[src/rtl/sync_fifo.sv]
// Single-clock show-ahead FIFO with occupancy count, almost-full/almost-empty
// thresholds, sticky overflow/underflow flags and a synchronous flush.
module sync_fifo #(
    parameter int unsigned width         = 8,
    parameter int unsigned depth         = 8,
    parameter int unsigned pointer_width = 3,
    parameter int unsigned afull_level   = 6,
    parameter int unsigned aempty_level  = 2
) (
    input  logic                     clk,
    input  logic                     reset_n,
    input  logic                     clr,
    input  logic                     wr,
    input  logic                     rd,
    input  logic [width-1:0]         data_in,
    output logic [width-1:0]         data_out,
    output logic [pointer_width:0]   count,
    output logic                     empty,
    output logic                     full,
    output logic                     almost_empty,
    output logic                     almost_full,
    output logic                     overflow,
    output logic                     underflow
);

    localparam logic [pointer_width:0] DepthCount  = (pointer_width + 1)'(depth);
    localparam logic [pointer_width:0] AfullCount  = (pointer_width + 1)'(afull_level);
    localparam logic [pointer_width:0] AemptyCount = (pointer_width + 1)'(aempty_level);
    localparam logic [pointer_width:0] One         = (pointer_width + 1)'(1);

    logic [width-1:0]       mem [depth];
    logic [pointer_width:0] rd_address_q, rd_address_d;
    logic [pointer_width:0] wr_address_q, wr_address_d;
    logic [pointer_width:0] count_q, count_d;
    logic                   overflow_q, overflow_d;
    logic                   underflow_q, underflow_d;
    logic                   wr_en, rd_en;

    assign count        = count_q;
    assign empty        = (count_q == '0);
    assign full         = (count_q == DepthCount);
    assign almost_empty = (count_q <= AemptyCount);
    assign almost_full  = (count_q >= AfullCount);
    assign overflow     = overflow_q;
    assign underflow    = underflow_q;
    assign data_out     = mem[rd_address_q[pointer_width-1:0]];

    // A write into a full FIFO is legal only when the head is popped in the
    // same cycle; a read of an empty FIFO is never bypassed from data_in.
    assign wr_en = wr && (!full || rd) && !clr;
    assign rd_en = rd && !empty && !clr;

    always_comb begin
        rd_address_d = rd_address_q;
        wr_address_d = wr_address_q;
        count_d      = count_q;
        overflow_d   = overflow_q;
        underflow_d  = underflow_q;
        if (clr) begin
            rd_address_d = '0;
            wr_address_d = '0;
            count_d      = '0;
            overflow_d   = 1'b0;
            underflow_d  = 1'b0;
        end else begin
            if (wr_en) wr_address_d = wr_address_q + One;
            if (rd_en) rd_address_d = rd_address_q + One;
            unique case ({wr_en, rd_en})
                2'b10:   count_d = count_q + One;
                2'b01:   count_d = count_q - One;
                default: count_d = count_q;
            endcase
            if (wr && full && !rd) overflow_d = 1'b1;
            if (rd && empty) underflow_d = 1'b1;
        end
    end

    always_ff @(posedge clk or negedge reset_n) begin
        if (!reset_n) begin
            rd_address_q <= '0;
            wr_address_q <= '0;
            count_q      <= '0;
            overflow_q   <= 1'b0;
            underflow_q  <= 1'b0;
        end else begin
            rd_address_q <= rd_address_d;
            wr_address_q <= wr_address_d;
            count_q      <= count_d;
            overflow_q   <= overflow_d;
            underflow_q  <= underflow_d;
        end
    end

    always_ff @(posedge clk or negedge reset_n) begin
        if (!reset_n) begin
            for (int unsigned i = 0; i < depth; i++) mem[i] <= '0;
        end else if (wr_en) begin
            mem[wr_address_q[pointer_width-1:0]] <= data_in;
        end
    end

endmodule

[config.mk]
export PLATFORM = sky130hd
export DESIGN_NAME = sync_fifo
export DESIGN_NICKNAME = d
export VERILOG_FILES = /design/src/rtl/sync_fifo.sv
export SDC_FILE = /design/constraint.sdc
export NUM_CORES = 1
export LEC_CHECK = 0
export BUFFER_PORTS_ARGS = -buffer_cell sky130_fd_sc_hd__buf_2
export CAP_MARGIN = 0
export CORE_ASPECT_RATIO = 0.6
export CORE_MARGIN = 2
export CORE_UTILIZATION = 30
export CTS_BUF_LIST = sky130_fd_sc_hd__clkbuf_4
export CTS_CLUSTER_DIAMETER = 150
export DETAILED_ROUTE_END_ITERATION = 10
export HOLD_SLACK_MARGIN = 0.1
export PLACE_DENSITY = 0.51
export SLEW_MARGIN = 10
export SYNTH_ARGS = -nofsm -noshare
export SYNTH_HDL_FRONTEND = slang
export SYNTH_SLANG_ARGS = --single-unit
[constraint.sdc]
create_clock -name clk -period 2.8 [get_ports clk]
set_clock_uncertainty 0.05 [all_clocks]
set_input_delay 0.28 -clock clk [delete_from_list [all_inputs] [get_ports clk]]
set_output_delay 0.28 -clock clk [all_outputs]
set_load 0.03 [all_outputs]
* After elaboration in Yosys (flattened, before gate mapping)
Cells that the tools add are included.
Operators by class: add/sub/neg operators 4, multipliers 0, divide/modulo/power cells 0, order comparisons 5, equal/unequal tests 3, shifts and indexed selects 0, muxes and demuxes 16, bitwise logic cells 2, reduce and logical (&&, ||, !) cells 19
Operator list (number):
- $bwmux 64 | 1
- $bmux 8 s3 | 1
- $demux 8 s3 | 1
- $mux 8 | 3
- $mux 4 | 5
- $add 4x1->4 const B | 3
- $ge 4x4->1 const B | 2
- $logic_and 1x1->1 | 8
- $not 3->4 | 2
- $pmux 4 s2 | 1
- $reduce_bool 2->1 | 4
- $eq 4x4->1 const B | 1
- $ge 4x3->1 const B | 1
- $le 4x2->1 const B | 1
- $logic_not 1->1 | 4
- $logic_not 4->1 | 1
- $lt 4x1->1 const B | 1
- $mux 1 | 4
- $sub 4x1->4 const B | 1
- $reduce_bool 3->1 | 1
- $eq 2x1->1 const B | 1
- $eq 2x2->1 const B | 1
- $logic_or 1x1->1 | 1
Storage, ports and cells: bits in registers 78, bits in latches 0, RAM bits 0, bits in read-only memories 0, bits of input ports 13, output and inout bits 18, word-level logic and storage cells 62, memories kept 0

* Logic depth before layout (Yosys ltp)
Gate-level depths: netlist of the first run.
word-level depth 8, mapped depth 8, depth with buffers taken out 7

* Worst setup path before layout of the first run
Ideal clock, no wire load.
kind register to register, start reg count_q[0], in the netlist count[0], end reg count_q[3], in the netlist count[3], setup time 0.125 ns, arrival time 2.591 ns, data required time 2.625 ns, slack 0.034 ns, stages on the path, launching flop included 9, path buffers 1, period minus slack after synthesis 2.766 ns, cells stage by stage dfrtp_1 -> buf_2 -> o41ai_2 -> nor3_1 -> ha_1 -> o21ai_0 -> a2111oi_0 -> a211oi_1 -> mux2_2
Between the ends: longest elaborated chain between the ends 8, elaborated cells on any way between the ends 16, classes of those cells 2 x add/sub; 3 x eq/ne; 2 x mux; 9 x reduce/logical
Ends and longest elaborated chain:
- start, declared | RTL line 34 | logic [pointer_width:0] count_q, count_d;
- start signal, assigned | RTL line 88 | count_q <= count_d;
- $eq 4x4->1 | RTL line 41 | assign full = (count_q == DepthCount);
- $logic_not 1->1 | RTL line 50 | assign wr_en = wr && (!full || rd) && !clr;
- $logic_or 1x1->1 | RTL line 50
- $logic_and 1x1->1 (2 in a row) | RTL line 50
- $eq 2x1->1 or $eq 2x2->1 (tied branches) | RTL line 68 | unique case ({wr_en, rd_en})
- $pmux 4 s2 | RTL line 68
- $mux 4 | RTL line 59 | if (clr) begin
Parallel ways exist; a longest one is shown, timed or not. A chain may end at the register's enable or synchronous reset.

* Final worst setup path of the first run
start reg rd_address_q[0], end out data_out[7]
Between the ends: longest elaborated chain between the ends 4
Ends and longest elaborated chain:
- start, declared | RTL line 32 | logic [pointer_width:0] rd_address_q, rd_address_d;
- start signal, assigned | RTL line 86 | rd_address_q <= rd_address_d;
- $not 3->4 (not written as such) | RTL line 46 | assign data_out = mem[rd_address_q[pointer_width-1:0]];
- $bmux 8 s3 | RTL line 46
- $mux 8 (not written as such) (2 in a row) | RTL line 46
- end, declared | RTL line 16 | output logic [width-1:0] data_out,
No other way between the ends. The select of a mux whose other input is x is not followed.

==> impl_metrics.json, run 1 <==
{
  "grt_usage": 0.1256,
  "finalInstanceArea_sq_um": 4288,
  "areaGrowthSynthToFinish_pct": 13.97,
  "diodes": 0,
  "syn_area_per_cell_sq_um": 14.64,
  "drv_slew": 0,
  "core_region_area_sq_um": 12140,
  "route.vias.total": 2216,
  "start_util": 0.3099,
  "wl_microns": 7930,
  "ys_ff_latch": 76,
  "crit_slowest_cell": "dfrtp_1",
  "ctsLongestPathBuffers": 2,
  "clock_latency_ns": 0.43,
  "mostFrequentLayoutCell": "dfrtp_1",
  "achievable-frequency_ghz": 0.3940,
  "worstSetupPathType": "flop to primary output",
  "antenna_found_initial": 0,
  "crit_buf_inv": 2,
  "crit_path_cell_trace": "buf_12, mux4_2, mux2_2, buf_2",
  "critPathMaxFanout": 15,
  "clock-sinks": 76,
  "drive_gt1_frac": 0.5067,
  "synth_cells": 257,
  "final_cell_mix": "dfrtp_1, mux2_2, buf_2, mux4_2, nor2_1",
  "ir_drop_v": 0.0003938,
  "relSlewSlack": 0.3341,
  "period_minus_slack_ns": 2.538,
  "max_cap_violations": 0,
  "startpoint_type": "flop",
  "finalSetupViolCount": 0,
  "fill_cells": 1188,
  "fin_util": 0.3532,
  "wl_per_cell_microns": 17.13,
  "dpl.hpwl_microns": 5300,
  "yosys_warnings": 0,
  "slowest_delay_ns": 0.54,
  "setup_tns_ns": 0,
  "hp-class": "input pin to flop",
  "arrival_ns": 2.21,
  "pin_count": 31,
  "gp_congestion": 0.8348,
  "cts_max_level": 3,
  "placedInstanceArea_sq_um": 4104,
  "grt_pass1_vias": 2156,
  "fin_crit_sh": 0.9064,
  "die_y_microns": 90.75,
  "portBuffers": 30,
  "die_x_microns": 148.6,
  "synth_edf_count": 0,
  "syn-cell-area_sq_um": 3762,
  "powerDensity_nw_per_um2": 794.1,
  "synth_seq_area_share": 0.5055,
  "nets": 310,
  "end_kind": "primary output",
  "route.detailed.drc": 0,
  "leakage_nw": 1.932,
  "drtAntennaViolNets": 0,
  "grt_setup_unrepaired": "false",
  "worstPathRequired_ns": 2.47,
  "power.total_w": 0.003405,
  "vias_per_cell": 4.786,
  "fp-row-count": 31,
  "synth_cell_type_count": 42,
  "grt_max_degree": 77,
  "path_delay_family": "multiplexers",
  "die_area_sq_um": 13480,
  "path_clk_slew_ns": 0.13,
  "grt_pass1_wl_microns": 12540,
  "overflow": 0,
  "cts-root-buf": "clkbuf_4",
  "drt_first_pass_iters": 4,
  "hold_viol": 0,
  "async_reset_ff_frac": 1.000,
  "status": "finished, final reports clean",
  "ys.flop_type": "dfrtp_1",
  "cts_tree": "yes",
  "drt_iter0_drc": 121,
  "worstMarginPinSlew_ns": 0.9989,
  "cts_buffers": 9,
  "synth_nets": 274
}
cell usage after synthesis, types with 2 or more instances:
cell,number,area share
nor3_1,4,0.0053
or3_1,2,0.0033
dfrtp_1,76,0.51
mux2i_1,2,0.0053
a21oi_1,5,0.0067
nand2_1,3,0.0030
xor2_1,2,0.0047
a211oi_1,2,0.0040
clkbuf_1,6,0.0060
o21ai_0,2,0.0027
mux2_2,74,0.22
xnor2_1,3,0.0070
buf_2,6,0.0080
nand4_4,2,0.011
nand3_1,3,0.0040
mux4_2,16,0.096
ha_1,4,0.013
nor2_1,10,0.010
buf_4,2,0.0040
inv_1,6,0.0060
nand3_4,4,0.019
nor2b_1,3,0.0050
cells by family after synthesis:
logic type	synth area share
AO/OA/AOI/OAI	0.04523
adder cells (fa/ha/maj)	0.01330
XOR/XNOR	0.01164
AND/OR/NAND/NOR	0.07383
multiplexers	0.3226
flip-flops	0.5055
buffers and inverters	0.02793
path summary, 6_finish.rpt:
| path | start | to | slack, ns | depth (start not counted) |
|---|---|---|---|---|
| max reg2reg | count[1] | mem[10] | 0.31 | 5 |
| min in group asynchronous | reset_n | mem[42] | 0.47 | 2 |
| max in group asynchronous | reset_n | wr_address_q[0] | 1.57 | 2 |
| min | data_in[2] | mem[42] | 0.14 | 2 |
| min reg2reg | overflow | overflow | 0.46 | 2 |
| max | rd_address_q[0] | data_out[7] | 0.26 | 4 |
metrics by stage:
stage          hold slack, ns  cells  setup WS (ns)
2_1_floorplan        -0.06559    257        0.03401
3_3_place_gp           0.4256    443         0.3575
3_5_place_dp           0.4378    443         0.3256
4_1_cts                0.1009    461         0.2019
5_1_grt                0.1061    463         0.1341
6_report               0.1367    463         0.2621
registers in the layout, indices dropped and copies added (netlist names):
signal        cells
mem              64
count             4
rd_address_q      3
wr_address_q      3
overflow          1
underflow         1
power by group:
part | leakage [nW] | internal, W | switching, W
Sequential | 1.01 | 0.00129 | 0.000132
Clock | 0.0741 | 0.000276 | 0.000411
Combinational | 0.850 | 0.000603 | 0.000692
Total | 1.93 | 0.00217 | 0.00123
layout make-up:
cell class	instances	area, sq um	share of cell area
clock buffer	9	67.56	0.01576
sequential	76	1902	0.4435
multi-input combinational	159	1755	0.4094
inverter	6	22.52	0.005252
timing repair buffer	41	257.7	0.06011
clock inverter	7	76.32	0.01780
tap	165	206.4	0.04815
layer usage:
layer,track usage,wire [microns]
met4,0.02857,70
met1,0.1897,4213
met3,0.05253,431
met5,0,0
met2,0.1640,3214
repair_timing:
action / 4_1_cts / 5_1_grt
endpoints found under the hold margin: 81 / 5
resized for setup: 0 / 0
hold buffers: 2 / 2
buffers inserted: 0 / 0
endpoints found under the setup margin: 0 / 0
Note: power is estimated with default switching activity, not from simulation.
==> inputs of run 2 (changes only) <==
Settings changed: CORE_ASPECT_RATIO 0.6 to unset, HOLD_SLACK_MARGIN 0.1 to unset.
==> impl_metrics.json, run 2 (same netlist as run 1, synthesis figures left out) <==
{
  "status": "finished, final reports clean",
  "cts_buffers": 9,
  "grt_max_degree": 77,
  "final_cell_mix": "dfrtp_1, mux2_2, buf_2, mux4_2, clkbuf_4",
  "top_register": "mem",
  "power_frac_clock": 0.185,
  "seq_power_share": 0.427,
  "die_y_microns": 116.0,
  "nets": 307,
  "path_delay_family": "multiplexers",
  "grt_pass1_wl_microns": 12600,
  "leakage_nw": 1.909,
  "period_minus_slack_ns": 2.456,
  "fp-row-count": 40,
  "arrival_ns": 2.13,
  "startpoint_type": "flop",
  "drtAntennaViolNets": 0,
  "start_util": 0.3106,
  "finalSetupViolCount": 0,
  "finalInstanceArea_sq_um": 4227,
  "cts_post_setup_buffers_inserted": 0,
  "critPathMaxFanout": 18,
  "gp_congestion": 0.7603,
  "die_area_sq_um": 13450,
  "relSlewSlack": 0.3436,
  "wl_microns": 7829,
  "cts_max_level": 3,
  "slowest_delay_ns": 0.55,
  "p_int_w": 0.002076,
  "cts-root-buf": "clkbuf_4",
  "die_x_microns": 116.0,
  "drive_gt1_frac": 0.5153,
  "areaGrowthSynthToFinish_pct": 12.34,
  "ctsLongestPathBuffers": 2,
  "drv_slew": 0,
  "grt_usage": 0.1270,
  "diodes": 0,
  "r2r-start": "count[2]",
  "grt_setup_unrepaired": "false",
  "setup_tns_ns": 0,
  "largest_register_ffs": 64,
  "portBuffers": 30,
  "route.vias.total": 2235,
  "cts_tree": "yes",
  "min_from": "data_in[7]",
  "pin_count": 31,
  "max_cap_violations": 0,
  "dpl.hpwl_microns": 4858,
  "drt_iter0_drc": 83,
  "fin_crit_sh": 0.8772,
  "swShare": 0.3677,
  "hold_viol": 0,
  "wl_per_cell_microns": 16.91,
  "clock-sinks": 76,
  "crit_slowest_cell": "mux4_2",
  "crit_start": "rd_address_q[0]",
  "worstSetupPathType": "flop to primary output",
  "place_ws_ns": 0.4481,
  "mostFrequentLayoutCell": "dfrtp_1",
  "core_region_area_sq_um": 12110,
  "placedInstanceArea_sq_um": 4095,
  "drt_first_pass_iters": 4,
  "grt_pass1_vias": 2276,
  "stdcell_count": 463,
  "achievable-frequency_ghz": 0.4071,
  "hp-class": "input pin to flop",
  "powerDensity_nw_per_um2": 776.7,
  "worstPathRequired_ns": 2.47,
  "antenna_found_initial": 0,
  "ir_drop_v": 0.0002098,
  "layout_setup_ws_ns": 0.3437,
  "vias_per_cell": 4.827,
  "r2r_slack_ns": 0.41,
  "crit_buf_inv": 2,
  "clock_latency_ns": 0.42,
  "worstMarginPinSlew_ns": 0.9846,
  "route.detailed.drc": 0,
  "end_kind": "primary output",
  "switchingPower_w": 0.001207,
  "whs_ns": 0.1224,
  "path_clk_slew_ns": 0.14,
  "dp.cells": 446,
  "overflow": 0,
  "comb_power_share": 0.387,
  "crit_path_cell_trace": "buf_4, mux4_2, mux2_2, buf_2"
}
[run 2: path summary, 6_finish.rpt]
path,endpoint,cells after the start
min,mem[55],2
max in group asynchronous,mem[22],2
max,data_out[2],4
min in group asynchronous,mem[55],2
max reg2reg,count[3],7
min reg2reg,underflow,2
[run 2: layout make-up]
| type | instances | area (sq um) |
|---|---|---|
| Clock buffer | 11 | 82.58 |
| Clock inverter | 5 | 38.79 |
| Fill cell | 1221 | 7885 |
| Inverter | 6 | 22.52 |
| Multi-Input combinational cell | 159 | 1755 |
| Sequential cell | 76 | 1902 |
| Tap cell | 168 | 210.2 |
| Timing Repair Buffer | 38 | 215.2 |
[run 2: power groups by stage]
stage          Sequential [W]  Combinational, W  Clock, W
5_1_grt               0.00143           0.00138  0.000695
2_1_floorplan         0.00143          0.000953         0
4_1_cts               0.00140           0.00129  0.000638
3_5_place_dp          0.00143           0.00129         0
3_3_place_gp          0.00142           0.00128         0
6_report              0.00140           0.00127  0.000609
[run 2: layer usage]
layer / wire length [microns] / up-vias / global-route usage
met5: 0 / - / 0
met4: 97 / 0 / 0.03333
met1: 3834 / 1164 / 0.1728
li1: - / 1029 / -
met3: 239 / 11 / 0.04184
met2: 3658 / 31 / 0.1965
[run 2: stage by stage]
step,power [W],util
after global placement,0.002699,0.3381
after floorplan,0.002385,-
final,0.003283,0.3490
after CTS,0.003334,0.3490
after global routing,0.003505,0.3490
after detailed placement,0.002714,0.3381
[run 2: repair_timing]
item                      in CTS  in global routing
gates resized for setup        0                  0
hold buffers                   1                  0
hold endpoints to repair      76                  0
==> inputs of run 3 (changes only) <==
Settings changed: CORE_ASPECT_RATIO set to 1.1.
==> impl_metrics.json, run 3 (same netlist as run 1, synthesis figures left out) <==
{
  "grt_pass1_vias": 2344,
  "cp-endpoint": "data_out[5]",
  "drt_iter0_drc": 122,
  "status": "finished, final reports clean",
  "r2r-start": "count[1]",
  "clock-sinks": 76,
  "drt_first_pass_iters": 4,
  "die_area_sq_um": 13450,
  "period_minus_slack_ns": 2.457,
  "max_cap_violations": 0,
  "mostFrequentLayoutCell": "dfrtp_1",
  "grt_pass1_wl_microns": 12630,
  "start_util": 0.3099,
  "largest_register_ffs": 64,
  "finalSetupViolCount": 0,
  "portBuffers": 30,
  "crit_slowest_cell": "mux4_2",
  "powerDensity_nw_per_um2": 805.6,
  "achievable-frequency_ghz": 0.4069,
  "crit_buf_inv": 2,
  "critical_path_depth": 4,
  "die_y_microns": 121.5,
  "worstPathRequired_ns": 2.47,
  "finalInstanceArea_sq_um": 4238,
  "end_kind": "primary output",
  "overflow": 0,
  "startpoint_type": "flop",
  "nets": 306,
  "post_cts_resized": 0,
  "fin_crit_sh": 0.8776,
  "critPathMaxFanout": 18,
  "setup_tns_ns": 0,
  "antenna_found_initial": 0,
  "leakage_nw": 1.922,
  "hold_viol": 0,
  "ir_drop_v": 0.0003228,
  "grt_max_degree": 77,
  "cts_buffers": 9,
  "grt_usage": 0.1231,
  "final_cell_mix": "dfrtp_1, mux2_2, buf_2, mux4_2, nor2_1",
  "wl_microns": 7771,
  "route.detailed.drc": 0,
  "cts_tree": "yes",
  "placedInstanceArea_sq_um": 4070,
  "worstMarginPinSlew_ns": 0.9761,
  "multi_input_area_sq_um": 1755,
  "crit_path_cell_trace": "buf_4, mux4_2, mux2_2, buf_2",
  "ctsLongestPathBuffers": 2,
  "fp-row-count": 42,
  "r2r-end": "count[3]",
  "clock_latency_ns": 0.40,
  "r2r_slack_ns": 0.38,
  "pin_count": 31,
  "path_delay_family": "multiplexers",
  "grt_setup_unrepaired": "false",
  "wl_per_cell_microns": 17.35,
  "cts-root-buf": "clkbuf_4",
  "drtAntennaViolNets": 0,
  "hp-class": "input pin to flop",
  "vias_per_cell": 4.911,
  "whs_ns": 0.1445,
  "cts_post_setup_buffers_inserted": 0,
  "route.vias.total": 2200,
  "diodes": 0,
  "arrival_ns": 2.13,
  "ff_latch_area_sq_um": 1902,
  "fin_util": 0.3491,
  "path_clk_slew_ns": 0.13,
  "crit_start": "rd_address_q[0]",
  "core_region_area_sq_um": 12140,
  "drive_gt1_frac": 0.5068,
  "drv_slew": 0,
  "die_x_microns": 110.8,
  "top_register": "mem",
  "slowest_delay_ns": 0.58,
  "relSlewSlack": 0.3493,
  "gp_congestion": 0.7429,
  "areaGrowthSynthToFinish_pct": 12.64,
  "fill_cells": 1184,
  "cts_max_level": 3,
  "worstSetupPathType": "flop to primary output",
  "dpl.hpwl_microns": 4837,
  "worstRegToRegCells": 7
}
-- run 3: cell type report --
| class | count | area share |
|---|---|---|
| well taps | 154 | 0.04547 |
| clock buffers | 9 | 0.01594 |
| repair buffers | 37 | 0.04901 |
| flip-flops and latches | 76 | 0.4488 |
| clock inverters | 7 | 0.02126 |
| inverters | 6 | 0.005314 |
| multi-input cells | 159 | 0.4142 |
-- run 3: per-layer routing --
metal | up-vias | track usage | wire (microns)
li1 | 1025 | - | -
met3 | 7 | 0.03297 | 278
met2 | 34 | 0.1990 | 3751
met1 | 1134 | 0.1640 | 3659
met5 | - | 0 | 0
met4 | 0 | 0.03438 | 81
-- run 3: repair_timing --
item / in CTS / in global routing
hold endpoints to repair: 76 / 0
hold buffers: 1 / 0
endpoints found under the setup margin: 0 / 0
-- run 3: where the power goes --
part           total, W  internal [W]  switching, W
combinational   0.00126      0.000579      0.000676
sequential      0.00141       0.00129      0.000123
clock          0.000744      0.000360      0.000385
total           0.00341       0.00223       0.00118
-- run 3: worst min-delay path by stage --
| stage | startpoint | endpoint | cells past startpoint |
|---|---|---|---|
| global placement | mem[31] | mem[31] | 1 |
| finish | data_in[0] | mem[24] | 2 |
| floorplan | reset_n | count[0] | 0 |
| CTS | data_in[0] | mem[24] | 2 |
| detailed placement | reset_n | mem[42] | 1 |
| global route | data_in[0] | mem[24] | 2 |
-- run 3: per-stage QoR --
| stage | setup WS, ns | power [W] | std cells |
|---|---|---|---|
| 2_1_floorplan | 0.03401 | 0.002385 | 257 |
| 3_3_place_gp | 0.4331 | 0.002703 | 431 |
| 3_5_place_dp | 0.4004 | 0.002720 | 431 |
| 4_1_cts | 0.2753 | 0.003477 | 448 |
| 5_1_grt | 0.2038 | 0.003632 | 448 |
| 6_report | 0.3426 | 0.003414 | 448 |
